**src/rtl/iccm_loader.sv**
```systemverilog
// ---------------------------------------------------------------------------
// iccm_loader
//
// Purpose:
//   Boots an instruction memory from a UART byte stream. A frame is a 16-bit
//   little-endian word count N, then N words of DATA_W/8 little-endian bytes,
//   then one checksum byte. The checksum is the 8-bit sum of the data bytes.
//   The core is held in reset while loading and is released when a frame's
//   checksum matches. A reload pulse starts a new load at any time.
//
// Ports:
//   clk_i       - single clock, rising edge
//   rst_i       - synchronous active-high reset
//   rx_dv_i     - one-cycle strobe, rx_byte_i is valid
//   rx_byte_i   - received UART byte
//   reload_i    - restart loading (drops the core back into reset)
//   we_o        - one-cycle memory write strobe
//   addr_o      - memory word address, held between writes
//   wdata_o     - memory write data, held between writes
//   core_rst_no - active-low core reset, high only after a good load
//   busy_o      - a frame is in progress
//   done_o      - one-cycle pulse on a successful load
//   err_o       - sticky error flag, cleared by the next valid length
// ---------------------------------------------------------------------------
module iccm_loader #(
    parameter int DATA_W      = 32,
    parameter int ADDR_W      = 14,
    parameter int DEPTH       = 256,
    parameter int BASE_ADDR   = 0,
    parameter int TIMEOUT_CYC = 1048576
) (
    input  logic              clk_i,
    input  logic              rst_i,
    input  logic              rx_dv_i,
    input  logic [7:0]        rx_byte_i,
    input  logic              reload_i,
    output logic              we_o,
    output logic [ADDR_W-1:0] addr_o,
    output logic [DATA_W-1:0] wdata_o,
    output logic              core_rst_no,
    output logic              busy_o,
    output logic              done_o,
    output logic              err_o
);

    localparam int BPW   = DATA_W / 8;
    // The byte counter serves both the 2-byte length phase and the
    // per-word byte index, so it needs at least one bit.
    localparam int BC_W  = (BPW > 1) ? $clog2(BPW) : 1;
    localparam int WC_W  = $clog2(DEPTH + 1);
    // The timer only ever holds values up to TIMEOUT_CYC-1.
    localparam int TMO_W = (TIMEOUT_CYC > 1) ? $clog2(TIMEOUT_CYC) : 1;
    localparam logic [ADDR_W-1:0] BASE = ADDR_W'(BASE_ADDR);

    typedef enum logic [1:0] {
        S_LEN,
        S_DATA,
        S_CSUM,
        S_RUN
    } state_e;

    state_e            state_q,    state_d;
    logic [BC_W-1:0]   byteCnt_q,  byteCnt_d;
    logic [7:0]        lenLo_q,    lenLo_d;
    logic [15:0]       len_q,      len_d;
    logic [WC_W-1:0]   wordCnt_q,  wordCnt_d;
    logic [7:0]        sum_q,      sum_d;
    logic [DATA_W-1:0] word_q,     word_d;
    logic [ADDR_W-1:0] nextAddr_q, nextAddr_d;
    logic [ADDR_W-1:0] addr_q,     addr_d;
    logic [DATA_W-1:0] wdata_q,    wdata_d;
    logic              we_q,       we_d;
    logic              done_q,     done_d;
    logic              err_q,      err_d;
    logic [TMO_W-1:0]  tmo_q,      tmo_d;

    logic              busy;
    logic              tmoHit;
    logic [15:0]       lenWord;
    logic [DATA_W-1:0] asmWord;

    // State register
    always_ff @(posedge clk_i) begin
        if (rst_i) begin
            state_q    <= S_LEN;
            byteCnt_q  <= '0;
            lenLo_q    <= '0;
            len_q      <= '0;
            wordCnt_q  <= '0;
            sum_q      <= '0;
            word_q     <= '0;
            nextAddr_q <= BASE;
            addr_q     <= BASE;
            wdata_q    <= '0;
            we_q       <= 1'b0;
            done_q     <= 1'b0;
            err_q      <= 1'b0;
            tmo_q      <= '0;
        end else begin
            state_q    <= state_d;
            byteCnt_q  <= byteCnt_d;
            lenLo_q    <= lenLo_d;
            len_q      <= len_d;
            wordCnt_q  <= wordCnt_d;
            sum_q      <= sum_d;
            word_q     <= word_d;
            nextAddr_q <= nextAddr_d;
            addr_q     <= addr_d;
            wdata_q    <= wdata_d;
            we_q       <= we_d;
            done_q     <= done_d;
            err_q      <= err_d;
            tmo_q      <= tmo_d;
        end
    end

    // Next-state logic
    always_comb begin
        state_d    = state_q;
        byteCnt_d  = byteCnt_q;
        lenLo_d    = lenLo_q;
        len_d      = len_q;
        wordCnt_d  = wordCnt_q;
        sum_d      = sum_q;
        word_d     = word_q;
        nextAddr_d = nextAddr_q;
        addr_d     = addr_q;
        wdata_d    = wdata_q;
        we_d       = 1'b0;
        done_d     = 1'b0;
        err_d      = err_q;
        tmo_d      = tmo_q;

        lenWord = {rx_byte_i, lenLo_q};

        // Drop the incoming byte into its lane; the lane index is the
        // byte count, so the first byte of a word lands in bits [7:0].
        asmWord = word_q;
        for (int b = 0; b < BPW; b++) begin
            if (byteCnt_q == BC_W'(b)) begin
                asmWord[8*b +: 8] = rx_byte_i;
            end
        end

        // Inter-byte timer: restarts on every byte, idles at zero
        // whenever no frame is in progress.
        tmoHit = (TIMEOUT_CYC != 0) && busy && !rx_dv_i &&
                 (tmo_q == TMO_W'(TIMEOUT_CYC - 1));
        if (rx_dv_i || !busy) begin
            tmo_d = '0;
        end else if (TIMEOUT_CYC != 0) begin
            tmo_d = tmo_q + TMO_W'(1);
        end

        if (reload_i) begin
            // Reload beats a coincident byte, which is simply dropped.
            state_d   = S_LEN;
            byteCnt_d = '0;
            wordCnt_d = '0;
            sum_d     = '0;
            word_d    = '0;
            tmo_d     = '0;
        end else if (tmoHit) begin
            state_d   = S_LEN;
            err_d     = 1'b1;
            byteCnt_d = '0;
            wordCnt_d = '0;
            sum_d     = '0;
            word_d    = '0;
            tmo_d     = '0;
        end else if (rx_dv_i) begin
            unique case (state_q)
                S_LEN: begin
                    if (byteCnt_q == '0) begin
                        lenLo_d   = rx_byte_i;
                        byteCnt_d = BC_W'(1);
                    end else begin
                        byteCnt_d = '0;
                        if (lenWord == 16'd0 || {16'd0, lenWord} > 32'(DEPTH)) begin
                            err_d = 1'b1;
                        end else begin
                            err_d      = 1'b0;
                            len_d      = lenWord;
                            state_d    = S_DATA;
                            wordCnt_d  = '0;
                            sum_d      = '0;
                            nextAddr_d = BASE;
                        end
                    end
                end
                S_DATA: begin
                    sum_d  = sum_q + rx_byte_i;
                    word_d = asmWord;
                    if (byteCnt_q == BC_W'(BPW - 1)) begin
                        byteCnt_d  = '0;
                        we_d       = 1'b1;
                        wdata_d    = asmWord;
                        addr_d     = nextAddr_q;
                        nextAddr_d = nextAddr_q + ADDR_W'(1);
                        if (32'(wordCnt_q) + 32'd1 == {16'd0, len_q}) begin
                            state_d   = S_CSUM;
                            wordCnt_d = '0;
                        end else begin
                            wordCnt_d = wordCnt_q + WC_W'(1);
                        end
                    end else begin
                        byteCnt_d = byteCnt_q + BC_W'(1);
                    end
                end
                S_CSUM: begin
                    if (rx_byte_i == sum_q) begin
                        state_d = S_RUN;
                        done_d  = 1'b1;
                    end else begin
                        state_d = S_LEN;
                        err_d   = 1'b1;
                    end
                    byteCnt_d = '0;
                    sum_d     = '0;
                end
                S_RUN: begin
                end
                default: begin
                    state_d = S_LEN;
                end
            endcase
        end
    end

    // Output logic
    always_comb begin
        busy        = ((state_q == S_LEN) && (byteCnt_q != '0)) ||
                      (state_q == S_DATA) || (state_q == S_CSUM);
        busy_o      = busy;
        core_rst_no = (state_q == S_RUN);
        we_o        = we_q;
        addr_o      = addr_q;
        wdata_o     = wdata_q;
        done_o      = done_q;
        err_o       = err_q;
    end

endmodule

```
**config.mk**
```make
export PLATFORM = sky130hd
export DESIGN_NAME = iccm_loader
export DESIGN_NICKNAME = d
export VERILOG_FILES = /design/src/rtl/iccm_loader.sv
export SDC_FILE = /design/constraint.sdc
export NUM_CORES = 1
export LEC_CHECK = 0
export BUFFER_PORTS_ARGS = -buffer_cell sky130_fd_sc_hd__buf_4
export CAP_MARGIN = 20
export CORE_MARGIN = 5
export CORE_UTILIZATION = 50
export CTS_BUF_LIST = sky130_fd_sc_hd__clkbuf_8
export CTS_CLUSTER_DIAMETER = 200
export DETAILED_ROUTE_END_ITERATION = 8
export GPL_TIMING_DRIVEN = 1
export PLACE_DENSITY = 0.79
export SETUP_SLACK_MARGIN = 0.2
export SYNTH_ARGS = -nofsm -noshare
export SYNTH_HDL_FRONTEND = slang
export SYNTH_SLANG_ARGS = --single-unit
```
**constraint.sdc**
```tcl
create_clock -name clk_i -period 2.9 [get_ports clk_i]
set_input_delay 0.58 -clock clk_i [delete_from_list [all_inputs] [get_ports clk_i]]
set_output_delay 0.58 -clock clk_i [all_outputs]
set_load 0.1 [all_outputs]
```
==> results.json <==
{
  "h-tree-depth": 4,
  "diodes": 0,
  "rsz0062_at_grt": "yes",
  "multi_input_comb_area_mm2": 0.00365,
  "clkPwrFrac": 0.430,
  "fin_nets": 887,
  "syn_area_per_cell_um2": 8.52,
  "p_per_area_mw_per_mm2": 495,
  "yosys.area.top_type": "dfxtp_1",
  "clock.fmax_mhz": 396,
  "syn_inst": 815,
  "insertion_delay_ns": 0.46,
  "final_max_slew_viol_count": 0,
  "endpoint_kind": "flip-flop",
  "worstRegToRegCells": 8,
  "area_growth_pct": 15.6,
  "regToRegEndpoint": "state_q[0]",
  "hold_viol": 0,
  "ys_ff_latch": 152,
  "p_comb_frac": 0.042,
  "ant_nets": 0,
  "grtUsageTotal": 0.199,
  "antenna_found_initial": 0,
  "final_design_area_no_fill_mm2": 0.00803,
  "post_cts_buffers": 0,
  "cts-root-buf": "clkbuf_8",
  "cp-start-kind": "flip-flop",
  "dpl.hpwl_mm": 10.8,
  "ioPinCount": 63,
  "holdCritStartpoint": "rx_byte_i[4]",
  "r2r_slack_ns": 0.38,
  "yosysWarnings": 0,
  "cts_tree": "built",
  "cts_buffer_depth": 2,
  "via_per_inst": 5.51,
  "totalWireLength_mm": 15.8,
  "synth_common_cells": "152 x dfxtp_1, 112 x nor2_1, 95 x nand2_1, 62 x a21oi_1, 57 x mux2i_1",
  "peakVddDrop_uv": 400,
  "firstDrtPassIters": 5,
  "ys.flop_type": "dfxtp_1",
  "fillers": 1238,
  "yosysSeqAreaShare": 0.438,
  "switching_share": 0.238,
  "timing.final.crit_period_ns": 2.52,
  "core_area_mm2": 0.0138,
  "critPathKind": "reg2reg",
  "synthArstFlopShare": 0,
  "initial_core_util": 0.504,
  "r2r-start": "wordCnt_q[0]",
  "yosysMostFrequentCell": "dfxtp_1",
  "grt_pass1_vias": 5450,
  "die_y_um": 128,
  "rows": 43,
  "cell_internal_pwr_uw": 3030,
  "ys_types": 54,
  "status": "finished clean",
  "worst_pin_slew_ns": 0.733,
  "synth_area_leaders": "dfxtp_1 44%, mux2i_1 8.2%, nor2_1 6.1%",
  "io_buffers": 62,
  "grt_max_degree": 71,
  "power_frac_seq": 0.528,
  "cp.required_ns": 3.24,
  "cts_buffers": 17,
  "p_leak_uw": 0.00302,
  "dr_total_vias": 5778,
  "max-cap-violations": 0,
  "hold-path-endpoint": "lenLo_q[4]",
  "die-area_mm2": 0.0163,
  "tns_ns": 0,
  "cts.sinks": 152,
  "cp_max_fo": 7,
  "switching_power_uw": 947,
  "grt-ovfl-total": 0,
  "post-route-period-util": 0.870,
  "grt_pass1_wl_mm": 26.5,
  "drc_errors": 0,
  "hp-class": "in2reg",
  "fin_skew_ns": 0.0139,
  "syn_nets": 846,
  "synth_top_area_share": 0.438,
  "wire_per_inst_um": 15.1,
  "finalSetupViolCount": 0,
  "drive_gt1_frac": 0.151,
  "final-seq-area_mm2": 0.00304,
  "cts.clk_slew.worst_paths_ns": 0.08,
  "holdPathStages": 3,
  "placed_area_mm2": 0.00759,
  "routabilityCongestion": 0.882,
  "synth-edff-count": 0,
  "die_w_um": 128,
  "drt-initial-drc-count": 455,
  "critPathArrivalTime_ns": 2.86,
  "slew_headroom": 0.510,
  "synth_area_mm2": 0.00695
}
layout by cell type (no fill, tap or decap), types with 3 or more instances in the layout:
cell | synthesis | final
a211oi_1 | 28 | 27
a21oi_1 | 62 | 62
a31o_2 | 6 | 6
a31oi_1 | 6 | 5
and2_1 | 10 | 9
and3_1 | 6 | 6
buf_12 | 0 | 3
buf_4 | 0 | 77
bufinv_16 | 0 | 3
clkbuf_8 | 0 | 18
clkinvlp_4 | 0 | 3
dfxtp_1 | 152 | 152
ha_1 | 18 | 17
inv_1 | 15 | 16
inv_6 | 0 | 3
mux2i_1 | 57 | 57
nand2_1 | 95 | 95
nand2b_1 | 4 | 4
nand3_1 | 38 | 37
nand4_1 | 17 | 17
nor2_1 | 112 | 112
nor2b_1 | 5 | 5
nor3_1 | 17 | 16
nor4_1 | 13 | 13
o2111ai_1 | 4 | 4
o21ai_0 | 13 | 13
or3_1 | 4 | 4
xnor2_1 | 22 | 22
xor2_1 | 17 | 17
power groups by stage:
stage / Sequential [uW] / Combinational, uW / Clock (uW)
2_1_floorplan: 2150 / 109 / 0
3_3_place_gp: 2150 / 162 / 0
3_5_place_dp: 2150 / 163 / 0
4_1_cts: 2100 / 163 / 1750
5_1_grt: 2100 / 177 / 1840
6_report: 2100 / 165 / 1710
cell families (layout without fill, tap and decap cells):
family | after synthesis | in the layout | synth area share
adder cells (fa/ha/maj) | 19 | 19 | 0.0353
XOR/XNOR | 39 | 39 | 0.0492
multiplexers | 57 | 57 | 0.0821
buffers and inverters | 73 | 126 | 0.0411
AO/OA/AOI/OAI | 139 | 139 | 0.131
AND/OR/NAND/NOR | 336 | 336 | 0.223
flip-flops | 152 | 152 | 0.438
through the flow:
stage	utilization	hold WS (ns)	instances	setup WS, ns	power, uW
finish	0.583	0.442	1048	0.377	3970
global route	0.583	0.423	1048	0.165	4110
CTS	0.582	0.406	1048	0.249	4010
detailed placement	0.551	0.444	1017	0.184	2310
global placement	0.551	0.440	1017	0.215	2310
floorplan	-	0.426	815	0.509	2260
routing by layer:
layer  up-vias  wire [um]  part of all wire  global-route usage
met5         -          0                 0                   0
met4         0        186             0.012              0.0693
met3        14        715             0.045              0.0463
met2       135       7640              0.48               0.320
met1      2696       7270              0.46               0.263
li1       2933          -                 -                   -
worst max-delay path by stage:
stage	to	slack [ns]	from
after floorplan	wordCnt_q[0]	0.51	rx_byte_i[6]
after global placement	state_q[0]	0.21	wordCnt_q[0]
after detailed placement	state_q[0]	0.18	wordCnt_q[0]
after CTS	nextAddr_q[13]	0.25	state_q[1]
after global routing	nextAddr_q[13]	0.17	state_q[1]
final	state_q[0]	0.38	wordCnt_q[0]
area by class of cell:
cell class | instances | area share
Clock inverter | 13 | 0.0213
Sequential cell | 152 | 0.379
Inverter | 15 | 0.00701
Multi-Input combinational cell | 590 | 0.454
Clock buffer | 18 | 0.0309
Tap cell | 180 | 0.0281
Timing Repair Buffer | 80 | 0.0795
registers in the layout (all words and copies together), names as in the netlist, 8 cells and up:
name / cells
wdata_o: 32
sum_q: 8
tmo_q: 20
nextAddr_q: 14
wordCnt_q: 9
addr_o: 14
lenLo_q: 8
word_q: 24
len_q: 16
worst max-delay path: stages (launching register included):
cell and delay (ns):
dfxtp_1 0.43, ha_2 0.28, nand3_2 0.16, or3_1 0.40, a211oi_2 0.22, nand4_1 0.20, o31ai_2 0.27, nand2_1 0.10
o311a_1 0.35
repair_timing:
item                                    in CTS  in global routing
endpoints found under the hold margin        0                  0
gates resized for setup                      2                  3
hold buffers                                 0                  0
endpoints found under the setup margin       1                 38
cloned                                       0                  0
No activity file was read; power rests on OpenSTA's default activity.
